==> src/rtl/rpn_eval.sv <==
// ============================================================================
//  Module      : rpn_eval
//  Description : Token-driven reverse-Polish evaluator; sole master of an
//                external byte stack. Optional MUL opcode via RPN_MUL_EN.
//  Revision    : 1.0  initial release
// ============================================================================
`default_nettype none

module rpn_eval #(
  parameter int DATA_WIDTH = 8,
  parameter int DEPTH      = 16
) (
  input  logic                  clk,
  input  logic                  reset,
  input  logic                  tok_valid_i,
  output logic                  tok_ready_o,
  input  logic                  tok_is_op_i,
  input  logic [DATA_WIDTH-1:0] tok_data_i,
  output logic                  res_valid_o,
  input  logic                  res_ready_i,
  output logic [DATA_WIDTH-1:0] res_data_o,
  output logic                  res_err_o,
  output logic [1:0]            res_code_o,
  output logic                  stk_push_o,
  output logic                  stk_pop_o,
  output logic [DATA_WIDTH-1:0] stk_data_in_o,
  input  logic [DATA_WIDTH-1:0] stk_data_out_i,
  input  logic                  stk_error_i
);

  localparam int                  c_CNT_W  = $clog2(DEPTH + 1);
  localparam logic [c_CNT_W-1:0]  c_DEPTH  = c_CNT_W'(DEPTH);
  localparam logic [c_CNT_W-1:0]  c_ONE    = c_CNT_W'(1);
  localparam logic [c_CNT_W-1:0]  c_TWO    = c_CNT_W'(2);

  localparam logic [DATA_WIDTH-1:0] c_OP_ADD    = DATA_WIDTH'('h00);
  localparam logic [DATA_WIDTH-1:0] c_OP_SUB    = DATA_WIDTH'('h01);
  localparam logic [DATA_WIDTH-1:0] c_OP_AND    = DATA_WIDTH'('h02);
  localparam logic [DATA_WIDTH-1:0] c_OP_OR     = DATA_WIDTH'('h03);
  localparam logic [DATA_WIDTH-1:0] c_OP_XOR    = DATA_WIDTH'('h04);
`ifdef RPN_MUL_EN
  localparam logic [DATA_WIDTH-1:0] c_OP_MUL    = DATA_WIDTH'('h05);
`endif
  localparam logic [DATA_WIDTH-1:0] c_OP_RESULT = DATA_WIDTH'('h0F);

  localparam logic [1:0] c_CODE_UNDER = 2'd1;
  localparam logic [1:0] c_CODE_OVER  = 2'd2;
  localparam logic [1:0] c_CODE_FAULT = 2'd3;

  typedef enum logic [3:0] {
    IDLE   = 4'd0,
    PUSH   = 4'd1,
    POP_B  = 4'd2,
    WAIT_B = 4'd3,
    POP_A  = 4'd4,
    WAIT_A = 4'd5,
    EXEC   = 4'd6,
    POP_R  = 4'd7,
    WAIT_R = 4'd8,
    OUT    = 4'd9
  } state_t;

  state_t                  state_q, state_d;
  logic [c_CNT_W-1:0]      count_q, count_d;
  logic [DATA_WIDTH-1:0]   opnd_q, opnd_d;
  logic [DATA_WIDTH-1:0]   op_q, op_d;
  logic [DATA_WIDTH-1:0]   a_q, a_d;
  logic [DATA_WIDTH-1:0]   b_q, b_d;
  logic [DATA_WIDTH-1:0]   res_data_q, res_data_d;
  logic                    res_err_q, res_err_d;
  logic [1:0]              res_code_q, res_code_d;
  logic                    post_push_q, post_push_d;

  logic                    w_op_legal;
  logic [DATA_WIDTH-1:0]   w_alu;
  logic                    w_err;
  logic [1:0]              w_err_code;
  logic                    w_fault;

  always_comb begin
    w_op_legal = 1'b0;
    case (tok_data_i)
      c_OP_ADD, c_OP_SUB, c_OP_AND, c_OP_OR, c_OP_XOR: w_op_legal = 1'b1;
`ifdef RPN_MUL_EN
      c_OP_MUL: w_op_legal = 1'b1;
`endif
      default: w_op_legal = 1'b0;
    endcase
  end

  // A = deeper entry, B = top of stack; all results wrap modulo 2^DATA_WIDTH
  always_comb begin
    w_alu = '0;
    case (op_q)
      c_OP_ADD: w_alu = a_q + b_q;
      c_OP_SUB: w_alu = a_q - b_q;
      c_OP_AND: w_alu = a_q & b_q;
      c_OP_OR:  w_alu = a_q | b_q;
      c_OP_XOR: w_alu = a_q ^ b_q;
`ifdef RPN_MUL_EN
      c_OP_MUL: w_alu = a_q * b_q;
`endif
      default:  w_alu = '0;
    endcase
  end

  always_comb begin
    state_d       = state_q;
    count_d       = count_q;
    opnd_d        = opnd_q;
    op_d          = op_q;
    a_d           = a_q;
    b_d           = b_q;
    res_data_d    = res_data_q;
    res_err_d     = res_err_q;
    res_code_d    = res_code_q;
    post_push_d   = 1'b0;
    tok_ready_o   = 1'b0;
    stk_push_o    = 1'b0;
    stk_pop_o     = 1'b0;
    stk_data_in_o = '0;
    w_err         = 1'b0;
    w_err_code    = c_CODE_FAULT;
    w_fault       = 1'b0;

    case (state_q)
      IDLE: begin
        // stack error flag lags the push by one cycle, so it is checked here
        if (post_push_q && stk_error_i) begin
          w_fault = 1'b1;
        end else begin
          tok_ready_o = 1'b1;
          if (tok_valid_i) begin
            if (!tok_is_op_i) begin
              if (count_q < c_DEPTH) begin
                opnd_d  = tok_data_i;
                state_d = PUSH;
              end else begin
                w_err      = 1'b1;
                w_err_code = c_CODE_OVER;
              end
            end else if (tok_data_i == c_OP_RESULT) begin
              if (count_q >= c_ONE) begin
                state_d = POP_R;
              end else begin
                w_err      = 1'b1;
                w_err_code = c_CODE_UNDER;
              end
            end else if (w_op_legal) begin
              op_d = tok_data_i;
              if (count_q >= c_TWO) begin
                state_d = POP_B;
              end else begin
                w_err      = 1'b1;
                w_err_code = c_CODE_UNDER;
              end
            end else begin
              w_err      = 1'b1;
              w_err_code = c_CODE_FAULT;
            end
          end
        end
      end
      PUSH: begin
        stk_push_o    = 1'b1;
        stk_data_in_o = opnd_q;
        count_d       = count_q + c_ONE;
        post_push_d   = 1'b1;
        state_d       = IDLE;
      end
      POP_B: begin
        stk_pop_o = 1'b1;
        count_d   = count_q - c_ONE;
        state_d   = WAIT_B;
      end
      WAIT_B: begin
        if (stk_error_i) begin
          w_fault = 1'b1;
        end else begin
          b_d     = stk_data_out_i;
          state_d = POP_A;
        end
      end
      POP_A: begin
        stk_pop_o = 1'b1;
        count_d   = count_q - c_ONE;
        state_d   = WAIT_A;
      end
      WAIT_A: begin
        if (stk_error_i) begin
          w_fault = 1'b1;
        end else begin
          a_d     = stk_data_out_i;
          state_d = EXEC;
        end
      end
      EXEC: begin
        stk_push_o    = 1'b1;
        stk_data_in_o = w_alu;
        count_d       = count_q + c_ONE;
        post_push_d   = 1'b1;
        state_d       = IDLE;
      end
      POP_R: begin
        stk_pop_o = 1'b1;
        count_d   = count_q - c_ONE;
        state_d   = WAIT_R;
      end
      WAIT_R: begin
        if (stk_error_i) begin
          w_fault = 1'b1;
        end else begin
          res_data_d = stk_data_out_i;
          res_err_d  = 1'b0;
          res_code_d = 2'd0;
          state_d    = OUT;
        end
      end
      OUT: begin
        if (res_ready_i) begin
          state_d = IDLE;
        end
      end
      default: state_d = IDLE;
    endcase

    if (w_err || w_fault) begin
      state_d    = OUT;
      res_data_d = '0;
      res_err_d  = 1'b1;
      res_code_d = w_fault ? c_CODE_FAULT : w_err_code;
    end
    // stack contents are unknown after a fault; software must reset it
    if (w_fault) begin
      count_d = '0;
    end

    if (reset) begin
      tok_ready_o   = 1'b0;
      stk_push_o    = 1'b0;
      stk_pop_o     = 1'b0;
      stk_data_in_o = '0;
    end
  end

  always_ff @(posedge clk) begin
    if (reset) begin
      state_q     <= IDLE;
      count_q     <= '0;
      opnd_q      <= '0;
      op_q        <= '0;
      a_q         <= '0;
      b_q         <= '0;
      res_data_q  <= '0;
      res_err_q   <= 1'b0;
      res_code_q  <= 2'd0;
      post_push_q <= 1'b0;
    end else begin
      state_q     <= state_d;
      count_q     <= count_d;
      opnd_q      <= opnd_d;
      op_q        <= op_d;
      a_q         <= a_d;
      b_q         <= b_d;
      res_data_q  <= res_data_d;
      res_err_q   <= res_err_d;
      res_code_q  <= res_code_d;
      post_push_q <= post_push_d;
    end
  end

  assign res_valid_o = (state_q == OUT);
  assign res_data_o  = res_data_q;
  assign res_err_o   = res_err_q;
  assign res_code_o  = res_code_q;

endmodule

`default_nettype wire
==> config.mk <==
export PLATFORM = sky130hd
export DESIGN_NAME = rpn_eval
export DESIGN_NICKNAME = d
export VERILOG_FILES = /design/src/rtl/rpn_eval.sv
export SDC_FILE = /design/constraint.sdc
export NUM_CORES = 1
export LEC_CHECK = 0
export ABC_AREA = 1
export ABC_CLOCK_PERIOD_IN_PS = 3900
export BUFFER_PORTS_ARGS = -buffer_cell sky130_fd_sc_hd__buf_2
export CAP_MARGIN = 10
export CORE_MARGIN = 2
export CORE_UTILIZATION = 45
export CTS_CLUSTER_SIZE = 24
export DETAILED_ROUTE_END_ITERATION = 16
export SLEW_MARGIN = 15
export SYNTH_ARGS = -nofsm -noshare
export SYNTH_HDL_FRONTEND = slang
export SYNTH_SLANG_ARGS = --single-unit
==> constraint.sdc <==
create_clock -name clk -period 3.9 [get_ports clk]
set_input_delay 0.39 -clock clk [delete_from_list [all_inputs] [get_ports clk]]
set_output_delay 0.39 -clock clk [all_outputs]
set_load 0.01 [all_outputs]
==> metrics.md, run 1 <==
| Metric | Value |
|---|---|
| Period utilization | 0.828 |
| Final Critical Period | 3.23 ns |
| Mapped cell area | 3550 um2 |
| Number of port buffers | 44 |
| Hold buffer count at CTS | 0 |
| Antenna-violating nets left | 0 |
| Vias in the first global route | 3228 |
| Synthesis-stage register bit count | 53 |
| Dominant cell type by area after synthesis | dfxtp_1 |
| CTS Buffer Depth | 2 |
| Lkg Pwr | 1.94 nW |
| CP endpoint kind | primary output |
| Worst VDD drop | 0.000303 V |
| Die Y | 92.8 um |
| Worst path max stage delay | 0.36 ns |
| Clk_lat worst skew | 0.31 ns |
| Seq/Total Area, Yosys | 0.299 |
| Most common cell after layout, fill and taps aside | nand2_1 |
| Netlist cell types | 35 |
| Outcome | finished clean |
| First-pass GRT wire length | 15.6 mm |
| Critical-path top delay cell | dfxtp_1 |
| Crit-path max FO | 5 |
| Grt met3 use | 0.0309 |
| Cell Chain, Critical Path | inv_1 > nand2_1 > nor2_1 > inv_1 > o21ai_0 > xor2_1 > ha_1 > nand2_1 > inv_1 > a21oi_1 > nand2_1 > nand3_1 > nand3_1 > nand2_1 > nand2_1 > a21oi_1 > buf_2 |
| Nets | 615 |
| Peak Freq | 310 MHz |
| Number of DRC markers in iteration 0 | 223 |
| Syn-to-layout area delta | 12.3% |
| Post-cts gate resize count | 0 |
| RSZ-0062 raised after global routing | no |
| Largest cells by area after synthesis | dfxtp_1 (30%), nand2_1 (10%), ha_1 (9.5%) |
| Worst Skew | 0.00661 ns |
| GRT Overall Usage | 0.223 |
| Worst Tran Pin Value | 1.02 ns |
| Diode count | 0 |
| Cell count after synthesis | 522 |
| Final GP Congestion | 0.846 |
| Worst path most repeated cell | nand2_1 |
| Syn_nets | 572 |
| Row cnt | 32 |
| Finished Cell Area | 3980 um2 |
| Commonest cells after routing, fill and taps aside | nand2_1 (95), inv_1 (85), dfxtp_1 (53), nor2_1 (50), buf_2 (44) |
| Power per cell area | 525 nW/um2 |
| CTS tree | done |
| Hold Violations, Final | 0 |
| DRC viols | 0 |
| Slew Limit Headroom | 0.320 |
| Initial core utilization | 0.462 |
| Wirelength, routed | 8.92 mm |
| Crit path launch type | flop |
| Max Cap Viol | 0 |
| Final setup fails | 0 |
| Drt first pass iters | 5 |
| Detailed Place HPWL | 6.91 mm |
| Hold Path Class | in -> reg |
| Yosys top cell area share | 0.299 |
| Slew Viols, Final | 0 |
| GRT Max-Usage Layer | met2 |
| Gr ovfl total | 0 |
| Met2 Use GR | 0.361 |
| Area of placed instances | 3860 um2 |
| Routed via count | 3403 |
| Share of cells above drive strength 1 | 0.164 |
| WL/cell | 13.4 um |
| Setup repair bufs after CTS | 0 |
| M1 GR Usage | 0.316 |
| Post-Syn Area per Cell | 6.80 um2 |
| IO Pins | 45 |
| Die ar. | 8610 um2 |
| Clk sink count | 53 |
| Data arrival time of the critical path | 2.84 ns |
| Core area | 7690 um2 |
| CTS Buf Count | 5 |
| Initial antenna violation count | 0 |
| Critical path type | reg -> out |
| # H-tree levels | 2 |
| Via/cell ratio | 5.09 |
| Worst-path clk slew | 0.10 ns |
| Post-Route Setup TNS | 0 ns |
| Warnings from Yosys | 0 |
| Die X | 92.8 um |
| Required time of the critical path | 3.51 ns |
| Largest net degree at the start of global routing | 37 |
| CTS Root Cell | clkbuf_8 |
Yosys cell counts, drive strengths merged:
cell and n:
o22ai 4, dfxtp 53, xor2 8, nand3 42
nand3b 1, inv 92, and3 2, o211ai 2
a21oi 47, a21boi 1, nor2 57, nand4 10
buf 2, o21ai 48, clkbuf 6, a31oi 3
or2 3, nand2 102, fa 1, ha 27
o21bai 1, a22oi 1, nor3 8, clkinv 1
cell families after synthesis:
logic type	Yosys count	share of synthesized area
xor+xnor	8	0.0197
flops	53	0.299
simple gates	225	0.298
fa+ha+maj	28	0.101
buf+inv	101	0.109
compound gates	107	0.173
flip-flops by register name, indices dropped and copies added (netlist names):
name         count
a_q              8
b_q              8
op_q             8
opnd_q           8
res_data_o       8
count_q          5
state_q          4
res_code_o       2
post_push_q      1
res_err_o        1
final cells by class:
cell class	instances	area [um2]
Sequential cell	53	1060
Inverter	93	354
Fill cell	832	3700
Clock inverter	2	37.5
Clock buffer	6	82.6
Timing Repair Buffer	44	220
Multi-Input combinational cell	368	2100
Tap cell	102	128
power breakdown:
| part | switching [mW] | leakage [nW] | internal, mW | total, mW |
|---|---|---|---|---|
| clock network | 0.191 | 0.0574 | 0.209 | 0.400 |
| logic | 0.636 | 1.45 | 0.353 | 0.989 |
| registers | 0.0742 | 0.430 | 0.629 | 0.703 |
| total | 0.901 | 1.94 | 1.19 | 2.09 |
metal layers:
metal | wire (um) | vias to the layer above
li1 | - | 1771
met1 | 4240 | 1534
met2 | 4150 | 89
met3 | 427 | 9
met4 | 112 | 0
met5 | 0 | -
path summary, 6_finish.rpt:
check                                              from                      end  slack, ns  depth (start not counted)
worst max register to register  count_q[1]$_SDFFE_PP0P_  state_q[3]$_SDFFE_PP0P_       2.13                         12
worst max-delay path                b_q[2]$_SDFFE_PP0P_         stk_data_in_o[7]       0.67                         17
worst min-delay path                      tok_data_i[7]   opnd_q[7]$_SDFFE_PP0P_       0.32                          3
worst min register to register     op_q[4]$_SDFFE_PP0P_     op_q[4]$_SDFFE_PP0P_       0.46                          2
worst max-delay path, delay by kind of cell (launching register included):
kind,cells,cell delay [ns]
xor+xnor,1,0.19
simple gates,8,0.76
buf+inv,4,0.36
compound gates,3,0.53
fa+ha+maj,1,0.31
flops,1,0.36
through the flow:
stage | power [mW] | utilization | hold WS, ns | cells | worst slack, ns
4_1_cts | 2.10 | 0.518 | 0.311 | 668 | 0.680
5_1_grt | 2.29 | 0.518 | 0.320 | 668 | 0.404
3_5_place_dp | 1.70 | 0.503 | 0.448 | 660 | 1.04
2_1_floorplan | 1.47 | - | 0.436 | 522 | 1.38
6_report | 2.09 | 0.518 | 0.318 | 668 | 0.672
3_3_place_gp | 1.69 | 0.503 | 0.446 | 660 | 1.03
Note: power is estimated with default switching activity, not from simulation.
==> run 2, diff against run 1 <==
--- a/config.mk
+++ b/config.mk
@@ -6,7 +6,7 @@
 export NUM_CORES = 1
 export LEC_CHECK = 0
 export ABC_AREA = 1
-export ABC_CLOCK_PERIOD_IN_PS = 3900
+export ABC_CLOCK_PERIOD_IN_PS = 3300
 export BUFFER_PORTS_ARGS = -buffer_cell sky130_fd_sc_hd__buf_2
 export CAP_MARGIN = 10
 export CORE_MARGIN = 2
==> constraint.sdc (replaced) <==
create_clock -name clk -period 3.3 [get_ports clk]
set_input_delay 0.33 -clock clk [delete_from_list [all_inputs] [get_ports clk]]
set_output_delay 0.33 -clock clk [all_outputs]
set_load 0.01 [all_outputs]
==> metrics.md, run 2 (synthesis gave the netlist of run 1 again) <==
| Metric | Value |
|---|---|
| Worst Skew | 0.00581 ns (was 0.00661 ns) |
| Comb pwr share | 0.497 (was 0.473) |
| Core area | 7690 um2 (unchanged) |
| Final hold slack | 0.256 ns (was 0.318 ns) |
| Row cnt | 32 (unchanged) |
| Number of DRC markers in iteration 0 | 177 (was 223) |
| CTS Root Cell | clkbuf_8 (unchanged) |
| Critical-path top delay cell | dfxtp_2 (was dfxtp_1) |
| Met2 Use GR | 0.362 (was 0.361) |
| Gr ovfl total | 0 (unchanged) |
| Finished Cell Area | 4000 um2 (was 3980 um2) |
| Post-Route Setup TNS | 0 ns (unchanged) |
| Inst Count DP | 660 (unchanged) |
| Cell Chain, Critical Path | inv_1 > ha_1 > inv_1 > nor3_2 > a31oi_1 > xor2_1 > ha_1 > nand2_2 > inv_1 > a21oi_1 > nand2_1 > nand3_1 > nand3_1 > nand2_1 > nand2_1 > a21oi_2 > buf_2 (was inv_1 > nand2_1 > nor2_1 > inv_1 > o21ai_0 > xor2_1 > ha_1 > nand2_1 > inv_1 > a21oi_1 > nand2_1 > nand3_1 > nand3_1 > nand2_1 > nand2_1 > a21oi_1 > buf_2) |
| Net switching power | 1.08 mW (was 0.901 mW) |
| Initial core utilization | 0.462 (unchanged) |
| Clk sink count | 53 (unchanged) |
| M1 GR Usage | 0.310 (was 0.316) |
| Final worst slack | 0.230 ns (was 0.672 ns) |
| Worst Tran Pin Value | 1.01 ns (was 1.02 ns) |
| Commonest cells after routing, fill and taps aside | nand2_1 (93), inv_1 (82), dfxtp_1 (51), nor2_1 (50), buf_2 (44) (was nand2_1 (95), inv_1 (85), dfxtp_1 (53), nor2_1 (50), buf_2 (44)) |
| Final setup fails | 0 (unchanged) |
| Die X | 92.8 um (unchanged) |
| Power per cell area | 603 nW/um2 (was 525 nW/um2) |
| Worst-path clk slew | 0.10 ns (about the same) |
| WL/cell | 13.5 um (was 13.4 um) |
| Share of cells above drive strength 1 | 0.183 (was 0.164) |
| Slew Viols, Final | 0 (unchanged) |
| Flop pwr share | 0.346 (was 0.336) |
| # H-tree levels | 2 (unchanged) |
| Slew Limit Headroom | 0.329 (was 0.320) |
| Hold Path Class | in -> reg (unchanged) |
| Initial antenna violation count | 0 (unchanged) |
| Wirelength, routed | 9.09 mm (was 8.92 mm) |
| CTS tree | done (unchanged) |
| CP endpoint kind | primary output (unchanged) |
| CTS Buf Count | 5 (unchanged) |
| GRT Max-Usage Layer | met2 (unchanged) |
| Nets | 618 (was 615) |
| Max Cap Viol | 0 (unchanged) |
| Final Total Pwr | 2.41 mW (was 2.09 mW) |
| Detailed Place HPWL | 6.91 mm (about the same) |
| Crit path launch type | flop (unchanged) |
| Post-layout util | 0.520 (was 0.518) |
| GRT Overall Usage | 0.221 (was 0.223) |
| Hold buffer count at CTS | 0 (unchanged) |
| Area of placed instances | 3860 um2 (unchanged) |
| Peak Freq | 326 MHz |
| Outcome | finished clean (unchanged) |
| Worst path max stage delay | 0.37 ns (was 0.36 ns) |
| Grt met3 use | 0.0309 (unchanged) |
| Pre-CTS WS | 0.511 ns (was 1.04 ns) |
| Vias in the first global route | 3246 (was 3228) |
| Hold Violations, Final | 0 (unchanged) |
| Via/cell ratio | 5.11 (was 5.09) |
| Required time of the critical path | 2.97 ns (was 3.51 ns) |
| First-pass GRT wire length | 15.6 mm (about the same) |
| Die ar. | 8610 um2 (unchanged) |
| Critical path's top delay family | simple AND/OR/NAND/NOR gates (unchanged) |
| Routed via count | 3430 (was 3403) |
| Data arrival time of the critical path | 2.74 ns (was 2.84 ns) |
| Antenna-violating nets left | 0 (unchanged) |
| Crit-path max FO | 4 (was 5) |
| DRC viols | 0 (unchanged) |
| Final Critical Period | 3.07 ns |
| Die Y | 92.8 um (unchanged) |
| CP bufs+invs | 4 (unchanged) |
| Diode count | 0 (unchanged) |
| Drt first pass iters | 5 (unchanged) |
| Largest net degree at the start of global routing | 37 (unchanged) |
| IO Pins | 45 (unchanged) |
| Lkg Pwr | 1.94 nW (about the same) |
| Worst VDD drop | 0.000358 V (was 0.000303 V) |
| Sw Share | 0.447 (was 0.431) |
| Clock share of power | 0.157 (was 0.191) |
| Post-route insts no fill | 671 (was 668) |
| Most common cell after layout, fill and taps aside | nand2_1 (unchanged) |
| Critical path type | reg -> out (unchanged) |
| Clk_lat worst skew | 0.31 ns (about the same) |
| P_int | 1.33 mW (was 1.19 mW) |
| Syn-to-layout area delta | 12.6% (was 12.3%) |
| Final GP Congestion | 0.846 (unchanged) |
| Number of port buffers | 44 (unchanged) |
| CTS Buffer Depth | 2 (unchanged) |
| Period utilization | 0.930 |
==> run 2: changes by cell type in the layout (fill, tap and decap cells not counted), sizes merged <==
cell / delta
clkinvlp: +1
bufinv: -1
buf: +3
==> run 2: power groups by stage <==
stage | Clock (mW) | Sequential, mW | Combinational [mW]
after global routing | 0.413 | 0.848 | 1.37
after detailed placement | 0 | 0.847 | 1.16
after floorplan | 0 | 0.842 | 0.894
final | 0.379 | 0.833 | 1.20
after global placement | 0 | 0.845 | 1.15
after CTS | 0.387 | 0.833 | 1.16
==> run 2: worst min-delay path: stages <==
cell and delay [ns]:
buf_2 0.09, nor2_1 0.04, nor2_1 0.08
==> run 2: area by class of cell <==
type                            count  area (um2)
Fill cell                         846        3690
Multi-Input combinational cell    368        2120
Sequential cell                    53        1060
Inverter                           93         354
Timing Repair Buffer               47         243
Tap cell                          102         128
Clock buffer                        6        72.6
Clock inverter                      2        15.0
==> run 2: repair_timing <==
| action | CTS | global route |
|---|---|---|
| resized for setup | 0 | 11 |
| setup endpoints to repair | 0 | 6 |
| setup buffers | 0 | 3 |
==> run 2: path summary, 6_finish.rpt <==
path	depth (start not counted)	slack, ns	from	end
setup / recovery	17	0.23	b_q[0]$_SDFFE_PP0P_	stk_data_in_o[7]
hold / removal	3	0.26	tok_data_i[7]	opnd_q[7]$_SDFFE_PP0P_
setup reg to reg	5	1.50	state_q[2]$_SDFFE_PP0P_	a_q[4]$_SDFFE_PP0P_
hold reg to reg	2	0.46	op_q[4]$_SDFFE_PP0P_	op_q[4]$_SDFFE_PP0P_
==> run 2: metal layers <==
metal | share of wire | vias up
li1 | - | 1780
met5 | 0 | -
met4 | 0.0081 | 0
met1 | 0.49 | 1573
met3 | 0.035 | 6
met2 | 0.47 | 71
==> run 3, diff against run 2 <==
--- a/config.mk
+++ b/config.mk
@@ -7,12 +7,12 @@
 export LEC_CHECK = 0
 export ABC_AREA = 1
 export ABC_CLOCK_PERIOD_IN_PS = 3300
-export BUFFER_PORTS_ARGS = -buffer_cell sky130_fd_sc_hd__buf_2
 export CAP_MARGIN = 10
 export CORE_MARGIN = 2
 export CORE_UTILIZATION = 45
 export CTS_CLUSTER_SIZE = 24
 export DETAILED_ROUTE_END_ITERATION = 16
+export DONT_BUFFER_PORTS = 1
 export SLEW_MARGIN = 15
 export SYNTH_ARGS = -nofsm -noshare
 export SYNTH_HDL_FRONTEND = slang
==> constraint.sdc (replaced) <==
create_clock -name clk -period 3.3 [get_ports clk]
set_input_delay 0.33 -clock clk [delete_from_list [all_inputs] [get_ports clk]]
set_output_delay 0.33 -clock clk [all_outputs]
set_load 0.05 [all_outputs]
==> metrics.md, run 3 (synthesis gave the netlist of run 1 again) <==
| Metric | Value |
|---|---|
| Clk sink count | 53 (unchanged) |
| Fill cells | 820 (was 846) |
| First-pass GRT wire length | 14.3 mm (was 15.6 mm) |
| # H-tree levels | 2 (unchanged) |
| Row cnt | 32 (unchanged) |
| Antenna-violating nets left | 0 (unchanged) |
| Slew Viols, Final | 0 (unchanged) |
| WL met1 | 4.25 mm (was 4.44 mm) |
| Area of placed instances | 3720 um2 (was 3860 um2) |
| CTS Root Cell | clkbuf_8 (unchanged) |
| Share of cells above drive strength 1 | 0.164 (was 0.183) |
| Hold Violations, Final | 0 (unchanged) |
| Final hold slack | 0.0731 ns (was 0.256 ns) |
| CTS tree | done (unchanged) |
| CP endpoint kind | primary output (unchanged) |
| Drt first pass iters | 5 (unchanged) |
| IO Pins | 45 (unchanged) |
| Number of DRC markers in iteration 0 | 166 (was 177) |
| Met3 WL post-DR | 395 um (was 314 um) |
| WL/cell | 14.0 um (was 13.5 um) |
| Hold Path Cell Cnt | 1 (was 3) |
| GRT Overall Usage | 0.205 (was 0.221) |
| Inst Count DP | 625 (was 660) |
| Die ar. | 8610 um2 (unchanged) |
| Routed via count | 3287 (was 3430) |
| Gr ovfl total | 0 (unchanged) |
| Cell Chain, Critical Path | inv_2 > ha_4 > inv_2 > nor3_4 > buf_4 > nor2_2 > xor2_1 > ha_1 > nand2_1 > nand2_2 > a21oi_2 > nand2_2 > nand3_2 > nand3_2 > nand2_1 > nand2_2 > a21oi_2 > buf_6 (was inv_1 > ha_1 > inv_1 > nor3_2 > a31oi_1 > xor2_1 > ha_1 > nand2_2 > inv_1 > a21oi_1 > nand2_1 > nand3_1 > nand3_1 > nand2_1 > nand2_1 > a21oi_2 > buf_2) |
| Hold Path Class | in -> reg (unchanged) |
| Worst VDD drop | 0.000471 V (was 0.000358 V) |
| Critical-path top delay cell | ha_1 (was dfxtp_2) |
| CTS Buffer Depth | 2 (unchanged) |
| Die Y | 92.8 um (unchanged) |
| Worst path most repeated cell | nand2_2 |
| Start of the worst register-to-register path | state_q[2]$_SDFFE_PP0P_ (unchanged) |
| Hold_sp | reset (was tok_data_i[7]) |
| Critical path type | reg -> out (unchanged) |
| CTS Buf Count | 5 (unchanged) |
| Via/cell ratio | 5.15 (was 5.11) |
| Worst Skew | 0.0172 ns (was 0.00581 ns) |
| Period utilization | 0.958 (was 0.930) |
| Worst Tran Pin Value | 0.910 ns (was 1.01 ns) |
| Crit-path max FO | 5 (was 4) |
| Final setup fails | 0 (unchanged) |
| Uppermost layer routed | met4 (unchanged) |
| Commonest cells after routing, fill and taps aside | nand2_1 (89), inv_1 (80), dfxtp_1 (51), nor2_1 (49), nand3_1 (37) (was nand2_1 (93), inv_1 (82), dfxtp_1 (51), nor2_1 (50), buf_2 (44)) |
| Max Cap Viol | 0 (unchanged) |
| Hold endpoint | state_q[0]$_SDFFE_PP0P_ (was opnd_q[7]$_SDFFE_PP0P_) |
| Final Critical Period | 3.16 ns (was 3.07 ns) |
| Data arrival time of the critical path | 2.83 ns (was 2.74 ns) |
| Detailed Place HPWL | 6.79 mm (was 6.91 mm) |
| Required time of the critical path | 2.97 ns (about the same) |
| Reg-to-reg endpoint | post_push_q$_DFF_P_ (was a_q[4]$_SDFFE_PP0P_) |
| Core area | 7690 um2 (unchanged) |
| DRC viols | 0 (unchanged) |
| Largest net degree at the start of global routing | 27 (was 37) |
| Die X | 92.8 um (unchanged) |
| R2R depth | 6 (was 5) |
| Initial core utilization | 0.462 (unchanged) |
| Power per cell area | 645 nW/um2 (was 603 nW/um2) |
| Number of port buffers | 0 (was 44) |
| R2r setup slk | 1.31 ns (was 1.50 ns) |
| Most common cell after layout, fill and taps aside | nand2_1 (unchanged) |
| Lkg Pwr | 1.82 nW (was 1.94 nW) |
| Syn-to-layout area delta | 11.1% (was 12.6%) |
| Vias in the first global route | 3021 (was 3246) |
| Post-route insts no fill | 638 (was 671) |
| Worst-path clk slew | 0.11 ns (was 0.10 ns) |
| Slew Limit Headroom | 0.391 (was 0.329) |
| Peak Freq | 316 MHz (was 326 MHz) |
| Diode count | 0 (unchanged) |
| Met2 wire len | 4.24 mm (was 4.27 mm) |
| Clk_lat worst skew | 0.31 ns (about the same) |
| Worst path max stage delay | 0.37 ns (about the same) |
| Nets | 585 (was 618) |
| Final GP Congestion | 0.889 (was 0.846) |
| Finished Cell Area | 3940 um2 (was 4000 um2) |
| Outcome | finished clean (unchanged) |
| Crit path launch type | flop (unchanged) |
| Initial antenna violation count | 0 (unchanged) |
| Wirelength, routed | 8.94 mm (was 9.09 mm) |
-- run 3: changes by cell type in the layout (fill, tap and decap cells not counted), sizes merged --
cell      previous run  this run
buf                 47        14
clkinvlp             2         0
clkinv               1         2
inv                 92        93
-- run 3: worst max path at each step --
stage                              start          endpoint  slack [ns]  depth (start not counted)
global route         b_q[0]$_SDFFE_PP0P_  stk_data_in_o[7]       -0.02                         18
global placement     b_q[2]$_SDFFE_PP0P_  stk_data_in_o[7]        0.43                         17
CTS                 op_q[5]$_SDFFE_PP0P_  stk_data_in_o[5]        0.07                         16
floorplan           op_q[5]$_SDFFE_PP0P_  stk_data_in_o[5]        0.28                         15
detailed placement  op_q[5]$_SDFFE_PP0P_  stk_data_in_o[5]        0.43                         16
finish               b_q[0]$_SDFFE_PP0P_  stk_data_in_o[7]        0.14                         18
-- run 3: repair_timing --
action / CTS / global route
resized for setup: 0 / 32
endpoints found under the setup margin: 0 / 6
hold buffers: 0 / 0
buffers inserted: 0 / 5
-- run 3: critical path, delay by kind of cell, from the launching register on --
| family | cells | cell delay, ns |
|---|---|---|
| DFF | 1 | 0.35 |
| adders and majority gates | 2 | 0.50 |
| buffers and inverters | 4 | 0.44 |
| xor gates and xnor gates | 1 | 0.14 |
| AOI/OAI and AO/OA | 2 | 0.33 |
| and+or+nand+nor | 9 | 0.75 |
-- run 3: layout make-up --
cell class	instances	area, um2	area share
inverter	93	357	0.0904
clock inverter	2	17.5	0.00444
multi-input combinational	368	2190	0.555
sequential	53	1060	0.270
timing repair buffer	14	109	0.0276
clock buffer	6	82.6	0.0209
tap	102	128	0.0324
-- run 3: report_power, final --
group          internal (mW)  total [mW]  switching (mW)
logic                  0.421        1.22           0.796
clock network          0.175       0.401           0.226
registers              0.744       0.928           0.185
-- run 3: layer usage --
layer / track usage / up-vias
met5: 0 / -
met4: 0.0331 / 0
met3: 0.0334 / 4
met2: 0.345 / 76
met1: 0.282 / 1493
li1: - / 1714
-- run 3: through the flow --
stage | power (mW) | worst slack, ns | TNS (ns) | utilization
finish | 2.55 | 0.138 | 0 | 0.513
global route | 2.75 | -0.0217 | -0.0217 | 0.513
CTS | 2.49 | 0.0701 | 0 | 0.496
detailed placement | 2.09 | 0.425 | 0 | 0.483
global placement | 2.08 | 0.427 | 0 | 0.483
floorplan | 1.86 | 0.279 | 0 | -
